<file path="config.mk">
export PLATFORM = sky130hd
export DESIGN_NAME = dispatch_ctrl
export DESIGN_NICKNAME = d
export VERILOG_FILES = /design/src/rtl/dispatch_ctrl_pkg.sv /design/src/rtl/dispatch_ctrl_fsm.sv /design/src/rtl/dispatch_ctrl.sv
export SDC_FILE = /design/constraint.sdc
export NUM_CORES = 1
export LEC_CHECK = 0
export BUFFER_PORTS_ARGS = -buffer_cell sky130_fd_sc_hd__buf_2
export CORE_ASPECT_RATIO = 0.7
export CORE_MARGIN = 8
export CORE_UTILIZATION = 48
export CTS_BUF_LIST = sky130_fd_sc_hd__clkbuf_8 sky130_fd_sc_hd__clkbuf_16
export CTS_CLUSTER_DIAMETER = 80
export DETAILED_ROUTE_END_ITERATION = 12
export GPL_ROUTABILITY_DRIVEN = 0
export PLACE_DENSITY = 0.79
export SLEW_MARGIN = 20
export SYNTH_ARGS = -nofsm -noshare
export SYNTH_HDL_FRONTEND = slang
export SYNTH_SLANG_ARGS = --single-unit
</file>
<file path="constraint.sdc">
create_clock -name clk -period 4.7 [get_ports clk]
set_clock_uncertainty 0.15 [all_clocks]
set_input_delay 0.94 -clock clk [delete_from_list [all_inputs] [get_ports clk]]
set_output_delay 0.94 -clock clk [all_outputs]
set_load 0.02 [all_outputs]
</file>
<file path="src/rtl/dispatch_ctrl_pkg.sv">
// Shared types and constants for the dispatch controller: state encoding and
// class-field geometry.
`ifndef DISPATCH_CTRL_PKG_SV
`define DISPATCH_CTRL_PKG_SV

package dispatch_ctrl_pkg;

  localparam int unsigned CLASS_W   = 2;
  localparam int unsigned NUM_CLASS = 4;

  typedef enum logic [2:0] {
    StReset  = 3'd0,
    StInit   = 3'd1,
    StIdle   = 3'd2,
    StActive = 3'd3,
    StError  = 3'd4
  } state_e;

endpackage

// Class field sits in the top CLASS_W bits of a word of width w.
`define DISPATCH_CLASS(data, w) data[(w)-1 -: dispatch_ctrl_pkg::CLASS_W]

`endif

</file>
<file path="src/rtl/dispatch_ctrl_fsm.sv">
// Dispatch controller state machine: state register, threshold latch and
// validation, and head-of-line stall counter.
module dispatch_ctrl_fsm
  import dispatch_ctrl_pkg::*;
#(
  parameter int unsigned DEPTH     = 8,
  parameter int unsigned CNT_W     = 4,
  parameter int unsigned STALL_MAX = 64
) (
  input  logic             clk_i,
  input  logic             reset_i,
  input  logic             init_i,
  input  logic [CNT_W-1:0] cfg_af_i,
  input  logic [CNT_W-1:0] cfg_ae_i,
  input  logic             in_empty_i,
  input  logic             in_pop_i,
  input  logic             out_valid_i,
  input  logic             fifo_busy_i,
  input  logic             overflow_i,
  output state_e           state_o,
  output logic [CNT_W-1:0] af_o,
  output logic [CNT_W-1:0] ae_o
);

  localparam int unsigned STALL_W = $clog2(STALL_MAX + 1);
  localparam logic [STALL_W-1:0] STALL_C = STALL_W'(STALL_MAX);
  localparam logic [CNT_W:0] DEPTH_C = (CNT_W + 1)'(DEPTH);

  state_e             state_q, state_d;
  logic [CNT_W-1:0]   af_q, af_d;
  logic [CNT_W-1:0]   ae_q, ae_d;
  logic [STALL_W-1:0] stall_q, stall_d;
  logic               cfg_ok;

  // Validation runs on the latched thresholds, not on the live cfg inputs.
  assign cfg_ok = (af_q != '0) && ({1'b0, af_q} <= DEPTH_C) && (ae_q < af_q);

  always_comb begin
    state_d = state_q;
    af_d    = af_q;
    ae_d    = ae_q;
    stall_d = '0;
    case (state_q)
      StReset: state_d = StInit;
      StInit: begin
        if (init_i) begin
          af_d = cfg_af_i;
          ae_d = cfg_ae_i;
        end else begin
          state_d = cfg_ok ? StIdle : StError;
        end
      end
      StIdle: begin
        if (init_i) begin
          state_d = StInit;
        end else if (!in_empty_i || fifo_busy_i) begin
          state_d = StActive;
        end
      end
      StActive: begin
        if (init_i) begin
          state_d = StInit;
        end else if (overflow_i) begin
          state_d = StError;
        end else if (!in_empty_i && !in_pop_i) begin
          stall_d = stall_q + 1'b1;
          if (stall_d == STALL_C) begin
            state_d = StError;
          end
        end else if (in_empty_i && !out_valid_i && !fifo_busy_i) begin
          state_d = StIdle;
        end
      end
      StError: state_d = StError;
      default: state_d = StError;
    endcase
  end

  always_ff @(posedge clk_i) begin
    if (reset_i) begin
      state_q <= StReset;
      af_q    <= '0;
      ae_q    <= '0;
      stall_q <= '0;
    end else begin
      state_q <= state_d;
      af_q    <= af_d;
      ae_q    <= ae_d;
      stall_q <= stall_d;
    end
  end

  assign state_o = state_q;
  assign af_o    = af_q;
  assign ae_o    = ae_q;

endmodule

</file>
<file path="src/rtl/dispatch_ctrl.sv">
// Flow controller between the input FIFO and the 4-way class demux: pops the
// head word when its class FIFO is below almost-full and registers it out.
module dispatch_ctrl
  import dispatch_ctrl_pkg::*;
#(
  parameter int unsigned DATA_W    = 12,
  parameter int unsigned DEPTH     = 8,
  parameter int unsigned CNT_W     = 4,
  parameter int unsigned STALL_MAX = 64
) (
  input  logic                   clk,
  input  logic                   reset,
  input  logic                   init,
  input  logic [CNT_W-1:0]       cfg_af,
  input  logic [CNT_W-1:0]       cfg_ae,
  input  logic                   in_empty,
  input  logic [DATA_W-1:0]      in_data,
  output logic                   in_pop,
  input  logic [4*CNT_W-1:0]     fifo_cnt,
  output logic [DATA_W-1:0]      out_data,
  output logic [1:0]             out_class,
  output logic                   out_valid,
  output logic [CNT_W-1:0]       af_q,
  output logic [CNT_W-1:0]       ae_q,
  output logic [2:0]             state,
  output logic                   idle,
  output logic                   error
);

  localparam logic [CNT_W:0] DEPTH_C = (CNT_W + 1)'(DEPTH);

  state_e              st;
  logic [CLASS_W-1:0]  head_cls;
  logic [CNT_W:0]      eff [NUM_CLASS];
  logic                fifo_busy;
  logic                pop_req;
  logic                overflow;

  logic [DATA_W-1:0]   out_data_q, out_data_d;
  logic [CLASS_W-1:0]  out_class_q, out_class_d;
  logic                out_valid_q, out_valid_d;

  assign head_cls  = `DISPATCH_CLASS(in_data, DATA_W);
  assign fifo_busy = |fifo_cnt;

  // The registered word is not yet counted downstream, so charge it here.
  always_comb begin
    for (int c = 0; c < NUM_CLASS; c++) begin
      eff[c] = {1'b0, fifo_cnt[c*CNT_W +: CNT_W]} +
               {{CNT_W{1'b0}}, (out_valid_q && (out_class_q == CLASS_W'(c)))};
    end
  end

  always_comb begin
    pop_req  = !reset && (st == StActive) && !init && !in_empty &&
               (eff[head_cls] < {1'b0, af_q});
    overflow = pop_req && (eff[head_cls] >= DEPTH_C);
    in_pop   = pop_req && !overflow;
  end

  always_comb begin
    out_valid_d = in_pop;
    out_data_d  = in_pop ? in_data : '0;
    out_class_d = in_pop ? head_cls : '0;
  end

  always_ff @(posedge clk) begin
    if (reset) begin
      out_valid_q <= 1'b0;
      out_data_q  <= '0;
      out_class_q <= '0;
    end else begin
      out_valid_q <= out_valid_d;
      out_data_q  <= out_data_d;
      out_class_q <= out_class_d;
    end
  end

  dispatch_ctrl_fsm #(
    .DEPTH     (DEPTH),
    .CNT_W     (CNT_W),
    .STALL_MAX (STALL_MAX)
  ) u_fsm (
    .clk_i       (clk),
    .reset_i     (reset),
    .init_i      (init),
    .cfg_af_i    (cfg_af),
    .cfg_ae_i    (cfg_ae),
    .in_empty_i  (in_empty),
    .in_pop_i    (in_pop),
    .out_valid_i (out_valid_q),
    .fifo_busy_i (fifo_busy),
    .overflow_i  (overflow),
    .state_o     (st),
    .af_o        (af_q),
    .ae_o        (ae_q)
  );

  assign out_valid = out_valid_q;
  assign out_data  = out_data_q;
  assign out_class = out_class_q;
  assign state     = st;
  assign idle      = (st == StIdle);
  assign error     = (st == StError);

endmodule

</file>
==> flow_metrics.py, run 1 <==
metrics = {
    "critical_path": {
        "critical_path.max_fanout": 2,
        "timing.critical_path.required_ns": 3.61,
        "critical-path-top-cell-by-count": "ha_1",
        "crit_path_start_kind": "input pin",
        "endpoint_kind": "output pin",
        "cp_slowest_cell": "mux4_1",
        "sequence_of_cells_on_the_critical_path": "buf_2, ha_1, ha_1, xor2_1, mux4_1, ha_1, a21o_1, a21oi_1, o2111ai_2, nor2_1, buf_2",
        "cp_data_arrival_time_ns": 3.32,
        "timing.setup.critical_path_class": "in -> out",
        "critPathMaxStageDelay_ns": 0.49,
    },
    "yosys": {
        "synthesized_flop_and_latch_total": 31,
        "syn_nets": 254,
        "dominantRegCellSynth": "dfxtp_1",
        "synth.top_cells.by_count": "dfxtp_1, nand2_1, ha_1, a21oi_1",
        "synth-async-reset-ratio": 0,
        "ys_seq_area_frac": 0.352,
        "post-synth-top-area-fraction": 0.352,
        "yosys.area.top_type": "dfxtp_1",
        "syn_inst": 199,
        "post-synth-top-count-cell": "dfxtp_1",
        "syn_area_per_cell_um2": 8.87,
        "post_synth_main_area_contributors": "dfxtp_1, ha_1, xor2_1",
        "yosys_warnings": 0,
        "syn_area_um2": 1770,
        "number_of_flops_mapped_to_enable_cells_by_yosys": 0,
        "yosys.cell_types.count": 39,
    },
    "detailed_routing": {
        "routed-wl-met2_mm": 1.98,
        "initialDrtViolationCount": 86,
        "antenna_left": 0,
        "met3_wirelength_um": 548,
        "drt_drc_violations_left": 0,
        "drt_pre_antenna_iters": 4,
        "route.vias.total": 1683,
        "met1Wirelength_mm": 2.12,
        "via_per_inst": 5.26,
        "drt_wl_total_mm": 4.73,
        "top_layer_used": "met4",
        "routed_wire_length_per_instance_um": 14.8,
    },
    "timing": {
        "final.setup.worst_slack_ns": 0.288,
        "slew_headroom": 0.700,
        "final_period_minus_worst_setup_slack_ns": 4.41,
        "count_of_final_max_slew_check_failures": 0,
        "timing.setup.tns_ns": 0,
        "setup_viol": 0,
        "final.period_utilization": 0.939,
        "grt_setup_unrepaired": "false",
        "max_freq_ghz": 0.227,
        "final_hold_viol_count": 0,
        "worst_slew_pin_slew_ns": 0.449,
    },
    "place": {
        "post-place-ws_ns": 0.291,
        "detailed_place_hpwl_mm": 3.84,
        "postPlaceCellArea_um2": 2140,
        "buffer_ports.inserted": 68,
        "post_placement_cell_count": 312,
    },
    "global_route": {
        "grt_first_pass_wirelength_mm": 7.58,
        "grt_max_degree": 14,
        "overflow_after_grt": 0,
        "number_of_antenna_violations_at_the_first_check_in_global_routing": 0,
        "grt_pass1_vias": 1656,
        "grt.total_usage": 0.170,
    },
    "power_and_ir_drop": {
        "pwr_density_cell_nw_per_um2": 287,
        "comb_power_share": 0.200,
        "clockPowerShare": 0.362,
        "power.net_switching_mw": 0.184,
        "p_leak_nw": 1.04,
        "share_seq_of_total_power": 0.438,
        "swShare": 0.286,
        "max-vdd-ir-drop_mv": 0.234,
        "power.internal_mw": 0.460,
    },
    "clock_tree": {
        "max-clock-path-buffers": 2,
        "cts_tree": "built",
        "cts-buffers-inserted": 5,
        "cts_setup_buffers": 0,
        "post_cts_resize_count": 0,
        "clk_root_buffer_cell": "clkbuf_8",
        "cts-hold-fix-buffers": 0,
        "insertion_delay_ns": 0.29,
        "clkSinkCount": 31,
        "clock_tree.htree_level_count": 2,
        "path_clk_slew_ns": 0.07,
    },
    "floorplanning": {
        "die_w_um": 88.5,
        "num_io_pins": 69,
        "placeableCoreArea_um2": 3510,
        "start_util": 0.502,
        "placement_rows": 18,
        "die_area_um2": 5910,
        "overall_die_height_um": 66.7,
    },
    "final_layout": {
        "final_layout_size_suffix_gt1_frac": 0.315,
        "synthToLayoutAreaGrowth_pct": 27.0,
        "stdcell_area_um2": 2240,
        "fin_cells": 320,
        "fin_nets": 324,
        "final_antenna_diode_count": 0,
    },
    "worst_hold_path": {
        "timing.hold.worst.class": "reg -> reg",
    },
    "flow_run": {
        "max_cap_viol_count": 0,
    },
    "outcome": {
        "status": "completed",
    },
}
-- stage by stage --
step / hold slack, ns / util / power, mW
after global placement: 0.281 / 0.609 / 0.412
after CTS: 0.306 / 0.638 / 0.651
after floorplan: 0.268 / - / 0.367
after detailed placement: 0.290 / 0.609 / 0.416
after global routing: 0.321 / 0.638 / 0.677
final: 0.301 / 0.638 / 0.644
-- placed cells by master, fill, tap and decap left out, drive strengths merged, types with 3 or more instances in the layout --
cell type	count
buf	70
dfxtp	31
nand2	23
ha	15
and2	15
a21oi	14
nor2	13
nand3	11
xor2	10
inv	7
nor3	7
clkbuf	7
mux2i	4
xnor2	4
nor3b	4
nor4	4
nand4	3
a21o	3
o21ai	3
-- flip-flops by register name (all words and copies together), names as in the netlist --
name / count
out_valid: 1
u_fsm.ae_o: 4
u_fsm.state_o: 3
u_fsm.af_o: 4
out_data: 12
u_fsm.stall_q: 7
-- layout make-up --
class | count | area [um^2]
inverters | 7 | 26.3
repair buffers | 70 | 355
clock buffers | 7 | 96.3
fillers | 327 | 1270
multi-input cells | 154 | 1070
clock inverters | 1 | 7.51
well taps | 50 | 62.6
flip-flops and latches | 31 | 621
-- worst max-delay path: cells and delay by family --
family,cells,cell delay (ns)
fa+ha+maj,3,0.73
compound gates,3,0.50
mux,1,0.49
buf+inv,2,0.32
simple gates,1,0.20
xor+xnor,1,0.15
-- power groups by stage --
stage                     sequential (mW)  combinational [mW]  clock [mW]
after floorplan                     0.298              0.0691           0
after detailed placement            0.288               0.127           0
after global placement              0.288               0.124           0
after global routing                0.284               0.141       0.251
final                               0.282               0.129       0.233
after CTS                           0.282               0.128       0.240
-- cells by family (layout without fill, tap and decap cells) --
group / Yosys count / in the layout / share of synthesized area
simple gates: 89 / 89 / 0.266
flops: 31 / 31 / 0.352
compound gates: 29 / 29 / 0.105
fa+ha+maj: 15 / 15 / 0.106
xor+xnor: 14 / 14 / 0.0694
buf+inv: 14 / 85 / 0.0404
mux: 7 / 7 / 0.0609
-- layer usage --
layer,vias to the layer above,GRT usage
met3,9,0.0823
met2,72,0.240
met4,0,0.0797
li1,844,-
met5,-,0
met1,758,0.211
-- worst paths after layout --
path | start | end | slack (ns) | depth (start not counted)
worst min-delay path | u_fsm.stall_q[0]$_SDFF_PP0_ | u_fsm.stall_q[0]$_SDFF_PP0_ | 0.30 | 1
worst max-delay path | fifo_cnt[8] | in_pop | 0.29 | 11
worst min register to register | u_fsm.stall_q[0]$_SDFF_PP0_ | u_fsm.stall_q[0]$_SDFF_PP0_ | 0.30 | 1
worst max register to register | out_valid$_SDFF_PP0_ | u_fsm.state_o[1]$_SDFFE_PP0P_ | 0.91 | 14
No activity file was read; power rests on OpenSTA's default activity.
==> inputs of run 2 (changes only) <==
- ABC_AREA: not set -> 1
- CORE_UTILIZATION: 48 -> 50
- PLACE_DENSITY: 0.79 -> 0.8
==> run 2 against run 1 <==
  * Cell count increased by 26%
  * Die area increased by 6.2%
  * Register-to-register slack improved by 0.30 ns
==> flow_metrics.py, run 2 <==
metrics = {
    "outcome": {
        "status": "completed",
    },
    "yosys": {
        "dominantRegCellSynth": "dfxtp_1",
        "syn_area_um2": 1980,
        "syn_nets": 336,
        "number_of_flops_mapped_to_enable_cells_by_yosys": 0,
        "post_synth_main_area_contributors": "dfxtp_1, ha_1, nor2_1",
        "ys_seq_area_frac": 0.313,
        "post-synth-top-count-cell": "nor2_1",
        "syn_inst": 281,
        "post-synth-top-area-fraction": 0.313,
        "synth.top_cells.by_count": "nor2_1, inv_1, nand2_1, dfxtp_1, nand3_1",
        "yosys.cell_types.count": 34,
        "synthesized_flop_and_latch_total": 31,
        "syn_area_per_cell_um2": 7.06,
        "yosys.area.top_type": "dfxtp_1",
        "yosys_warnings": 0,
        "synth-async-reset-ratio": 0,
    },
    "place": {
        "postPlaceCellArea_um2": 2340,
        "buffer_ports.inserted": 68,
        "detailed_place_hpwl_mm": 4.21,
        "post-place-ws_ns": 0.240,
    },
    "critical_path": {
        "critPathMaxStageDelay_ns": 0.37,
        "cp_data_arrival_time_ns": 3.42,
        "critical_path.max_fanout": 16,
        "timing.setup.critical_path_class": "reg -> out",
        "critical-path-top-cell-by-count": "inv_1",
        "sequence_of_cells_on_the_critical_path": "inv_1, nor3_1, ha_1, ha_1, nand2_1, inv_1, nor3_1, o32ai_1, inv_1, ha_1, a21o_1, a21oi_1, nand3_4, nor2_4, nand2_4, inv_1, buf_2",
        "timing.critical_path.required_ns": 3.61,
        "endpoint_kind": "output pin",
        "cp_slowest_cell": "dfxtp_1",
        "crit_path_start_kind": "register",
    },
    "floorplanning": {
        "placement_rows": 19,
        "die_area_um2": 6270,
        "overall_die_height_um": 68.7,
        "num_io_pins": 69,
        "placeableCoreArea_um2": 3870,
        "start_util": 0.512,
        "die_w_um": 91.3,
    },
    "clock_tree": {
        "clkSinkCount": 31,
        "insertion_delay_ns": 0.28,
        "post_cts_resize_count": 0,
        "cts-hold-fix-buffers": 0,
        "cts_setup_buffers": 0,
        "max-clock-path-buffers": 2,
        "clk_root_buffer_cell": "clkbuf_8",
        "cts-buffers-inserted": 5,
        "cts_tree": "built",
        "path_clk_slew_ns": 0.06,
        "clock_tree.htree_level_count": 2,
    },
    "global_route": {
        "grt_pass1_vias": 1910,
        "grt_max_degree": 17,
        "grt.total_usage": 0.168,
        "number_of_antenna_violations_at_the_first_check_in_global_routing": 0,
        "overflow_after_grt": 0,
        "grt_first_pass_wirelength_mm": 8.49,
    },
    "timing": {
        "final.period_utilization": 0.959,
        "worst_slew_pin_slew_ns": 0.374,
        "final_period_minus_worst_setup_slack_ns": 4.51,
        "setup_viol": 0,
        "grt_setup_unrepaired": "false",
        "max_freq_ghz": 0.222,
        "timing.setup.tns_ns": 0,
        "final_hold_viol_count": 0,
        "slew_headroom": 0.749,
        "count_of_final_max_slew_check_failures": 0,
        "final.setup.worst_slack_ns": 0.193,
    },
    "detailed_routing": {
        "initialDrtViolationCount": 100,
        "drt_drc_violations_left": 0,
        "drt_pre_antenna_iters": 4,
        "routed_wire_length_per_instance_um": 13.1,
        "via_per_inst": 5.09,
        "drt_wl_total_mm": 5.27,
        "route.vias.total": 2051,
        "antenna_left": 0,
    },
    "flow_run": {
        "max_cap_viol_count": 0,
    },
    "final_layout": {
        "layout.cells.most_common_list": "buf_2, nor2_1, inv_1, nand2_1, dfxtp_1",
        "register_area_um2": 621,
        "fin_nets": 405,
        "largest_register_ffs": 12,
        "final_layout_size_suffix_gt1_frac": 0.271,
        "layout.cells.most_common": "buf_2",
        "final_antenna_diode_count": 0,
        "layout.filler_cells": 362,
        "stdcell_area_um2": 2460,
        "multiInputGateArea_um2": 1140,
        "synthToLayoutAreaGrowth_pct": 24.0,
    },
    "power_and_ir_drop": {
        "max-vdd-ir-drop_mv": 0.377,
        "clockPowerShare": 0.351,
        "swShare": 0.316,
        "comb_power_share": 0.271,
        "power.net_switching_mw": 0.243,
        "power.internal_mw": 0.527,
        "share_seq_of_total_power": 0.378,
        "p_leak_nw": 1.32,
        "pwr_density_cell_nw_per_um2": 313,
        "overall_power_mw": 0.770,
    },
    "worst_hold_path": {
        "timing.hold.worst.class": "reg -> reg",
    },
}
## run 2: cell families after synthesis
group / share of synthesized area
DFF: 0.313
adders and majority gates: 0.0946
buffers and inverters: 0.113
AOI/OAI and AO/OA: 0.0769
xor gates and xnor gates: 0.0265
and+or+nand+nor: 0.376
## run 2: worst max-delay path: cells and delay by family, from the launching register on
family                   cells  cell delay [ns]
AND/OR/NAND/NOR              6             0.83
buffers and inverters        5             0.44
flip-flops                   1             0.37
adder cells (fa/ha/maj)      3             0.74
AO/OA/AOI/OAI                3             0.72
## run 2: cell type report
type,count,share of cell area
timing repair buffer,68,0.138
multi-input combinational,197,0.463
sequential,31,0.252
inverter,47,0.0727
tap,52,0.0264
clock buffer,6,0.0336
clock inverter,2,0.0142
## run 2: layer usage
layer	GRT usage	up-vias	part of all wire
li1	-	1056	-
met1	0.207	915	0.46
met2	0.278	72	0.45
met3	0.0497	8	0.073
met4	0.0588	0	0.016
met5	0	-	0
## run 2: final timing paths
kind	start	endpoint	slack, ns	cells past startpoint
min reg2reg	u_fsm.stall_q[0]$_SDFF_PP0_	u_fsm.stall_q[0]$_SDFF_PP0_	0.31	1
min	u_fsm.stall_q[0]$_SDFF_PP0_	u_fsm.stall_q[0]$_SDFF_PP0_	0.31	1
max reg2reg	out_valid$_SDFF_PP0_	u_fsm.state_o[1]$_SDFFE_PP0P_	1.21	20
max	out_valid$_SDFF_PP0_	in_pop	0.19	17
## run 2: metrics by stage
stage / instances / hold WS [ns] / utilization
3_5_place_dp: 395 / 0.300 / 0.605
5_1_grt: 403 / 0.338 / 0.635
6_report: 403 / 0.305 / 0.635
3_3_place_gp: 395 / 0.282 / 0.605
2_1_floorplan: 281 / 0.268 / -
4_1_cts: 403 / 0.309 / 0.635
## run 2: power groups by stage
stage | clock network (mW) | registers (mW) | logic [mW]
global placement | 0 | 0.296 | 0.203
detailed placement | 0 | 0.296 | 0.208
CTS | 0.277 | 0.291 | 0.210
finish | 0.270 | 0.291 | 0.209
floorplan | 0 | 0.314 | 0.123
global route | 0.292 | 0.293 | 0.235
==> inputs of run 3 (changes only) <==
- CORE_MARGIN: 8 -> 3
==> run 3 against run 2 <==
  * Sequential share of layout area shrank 0.051 points
  * Global-route usage grew 5.9 points
  * Largest power group unchanged
  * Cell area grew 0.20%
==> flow_metrics.py, run 3 (synthesized netlist as in run 2, its figures left out) <==
metrics = {
    "outcome": {
        "status": "completed",
    },
    "floorplanning": {
        "overall_die_height_um": 58.7,
        "start_util": 0.541,
        "num_io_pins": 69,
        "placeableCoreArea_um2": 3670,
        "die_area_um2": 4770,
        "placement_rows": 18,
        "die_w_um": 81.3,
    },
    "clock_tree": {
        "post_cts_resize_count": 0,
        "cts-hold-fix-buffers": 0,
        "clkSinkCount": 31,
        "path_clk_slew_ns": 0.06,
        "clock_tree.htree_level_count": 2,
        "cts-buffers-inserted": 5,
        "max-clock-path-buffers": 2,
        "clk_root_buffer_cell": "clkbuf_8",
        "insertion_delay_ns": 0.29,
        "cts_tree": "built",
        "cts_setup_buffers": 0,
    },
    "final_layout": {
        "synthToLayoutAreaGrowth_pct": 24.3,
        "layout.core_utilization": 0.672,
        "fin_nets": 406,
        "layout.cells.most_common": "buf_2",
        "layout.cells.most_common_list": "buf_2, nor2_1, inv_1, nand2_1, dfxtp_1",
        "fin_cells": 402,
        "largest_register_ffs": 12,
        "final_antenna_diode_count": 0,
        "final_layout_size_suffix_gt1_frac": 0.273,
    },
    "global_route": {
        "number_of_antenna_violations_at_the_first_check_in_global_routing": 0,
        "grt_first_pass_wirelength_mm": 8.25,
        "overflow_after_grt": 0,
        "grt_max_degree": 16,
        "grt_pass1_vias": 1930,
        "grt.total_usage": 0.227,
    },
    "timing": {
        "final_hold_viol_count": 0,
        "max_freq_ghz": 0.227,
        "setup_viol": 0,
        "worst_slew_pin_slew_ns": 0.374,
        "grt_setup_unrepaired": "false",
        "final.period_utilization": 0.937,
        "holdWs_ns": 0.297,
        "final_period_minus_worst_setup_slack_ns": 4.40,
        "slew_headroom": 0.750,
        "timing.setup.tns_ns": 0,
        "count_of_final_max_slew_check_failures": 0,
    },
    "critical_path": {
        "cpLargestDelayFamily": "compound AO/OA/AOI/OAI gates",
        "cp_data_arrival_time_ns": 3.31,
        "timing.critical_path.required_ns": 3.61,
        "timing.setup.critical_path_class": "in -> out",
        "sequence_of_cells_on_the_critical_path": "buf_2, ha_1, ha_1, o21ai_0, a21oi_1, o32ai_1, inv_1, ha_1, a21o_1, a21oi_1, nand3_4, nor2_4, nand2_4, inv_1, buf_2",
        "critPathBufInv": 4,
        "critPathMaxStageDelay_ns": 0.31,
        "cp_slowest_cell": "a21oi_1",
        "endpoint_kind": "output pin",
        "crit_path_start_kind": "input pin",
        "critical-path-top-cell-by-count": "ha_1",
        "critical_path.max_fanout": 3,
    },
    "detailed_routing": {
        "drt_drc_violations_left": 0,
        "routed_wire_length_per_instance_um": 12.9,
        "via_per_inst": 5.19,
        "drt_pre_antenna_iters": 4,
        "drt_wl_total_mm": 5.17,
        "route.vias.total": 2086,
        "antenna_left": 0,
        "initialDrtViolationCount": 139,
    },
    "place": {
        "post_placement_cell_count": 394,
        "buffer_ports.inserted": 68,
        "detailed_place_hpwl_mm": 4.19,
    },
    "worst_hold_path": {
        "timing.hold.worst.class": "reg -> reg",
    },
    "power_and_ir_drop": {
        "max-vdd-ir-drop_mv": 0.201,
        "p_leak_nw": 1.33,
        "overall_power_mw": 0.777,
        "pwr_density_cell_nw_per_um2": 315,
    },
    "flow_run": {
        "max_cap_viol_count": 0,
    },
}
run 3: cell types whose count changed in the layout (fill, tap and decap cells not counted):
cell and delta:
buf_4 +1
run 3: worst reg2reg max path: cells and delay by family (launching register included):
| family | cells | cell delay [ns] |
|---|---|---|
| AOI/OAI and AO/OA | 3 | 0.62 |
| xor gates and xnor gates | 1 | 0.13 |
| adders and majority gates | 3 | 0.80 |
| DFF | 1 | 0.38 |
| buffers and inverters | 3 | 0.36 |
| and+or+nand+nor | 9 | 0.99 |
run 3: path summary, 6_finish.rpt:
check | slack [ns] | cells after the start | endpoint | start
worst max-delay path | 0.30 | 15 | in_pop | fifo_cnt[0]
worst min-delay path | 0.30 | 1 | u_fsm.stall_q[0]$_SDFF_PP0_ | u_fsm.stall_q[0]$_SDFF_PP0_
worst max register to register | 1.17 | 19 | u_fsm.state_o[2]$_SDFFE_PP0P_ | out_valid$_SDFF_PP0_
worst min register to register | 0.30 | 1 | u_fsm.stall_q[0]$_SDFF_PP0_ | u_fsm.stall_q[0]$_SDFF_PP0_
run 3: stage by stage:
stage | area (um^2) | setup slack [ns]
floorplan | 1980 | 0.503
global placement | 2350 | 0.416
detailed placement | 2350 | 0.313
CTS | 2470 | 0.278
global route | 2470 | 0.123
finish | 2470 | 0.298
run 3: layout make-up:
class                   instances  area (um^2)
clock buffers                   6         82.6
clock inverters                 2         35.0
fillers                       366         1200
inverters                      47          179
multi-input cells             197         1140
flip-flops and latches         31          621
well taps                      50         62.6
repair buffers                 69          348
run 3: layer usage:
layer / part of all wire / vias up / GRT usage
met5: 0 / - / 0
met4: 0.019 / 0 / 0.101
met3: 0.083 / 11 / 0.0520
met2: 0.46 / 78 / 0.360
met1: 0.44 / 936 / 0.295
li1: - / 1061 / -
run 3: power by group:
part / internal [mW] / switching (mW)
clock network: 0.171 / 0.104
registers: 0.278 / 0.0124
logic: 0.0770 / 0.134
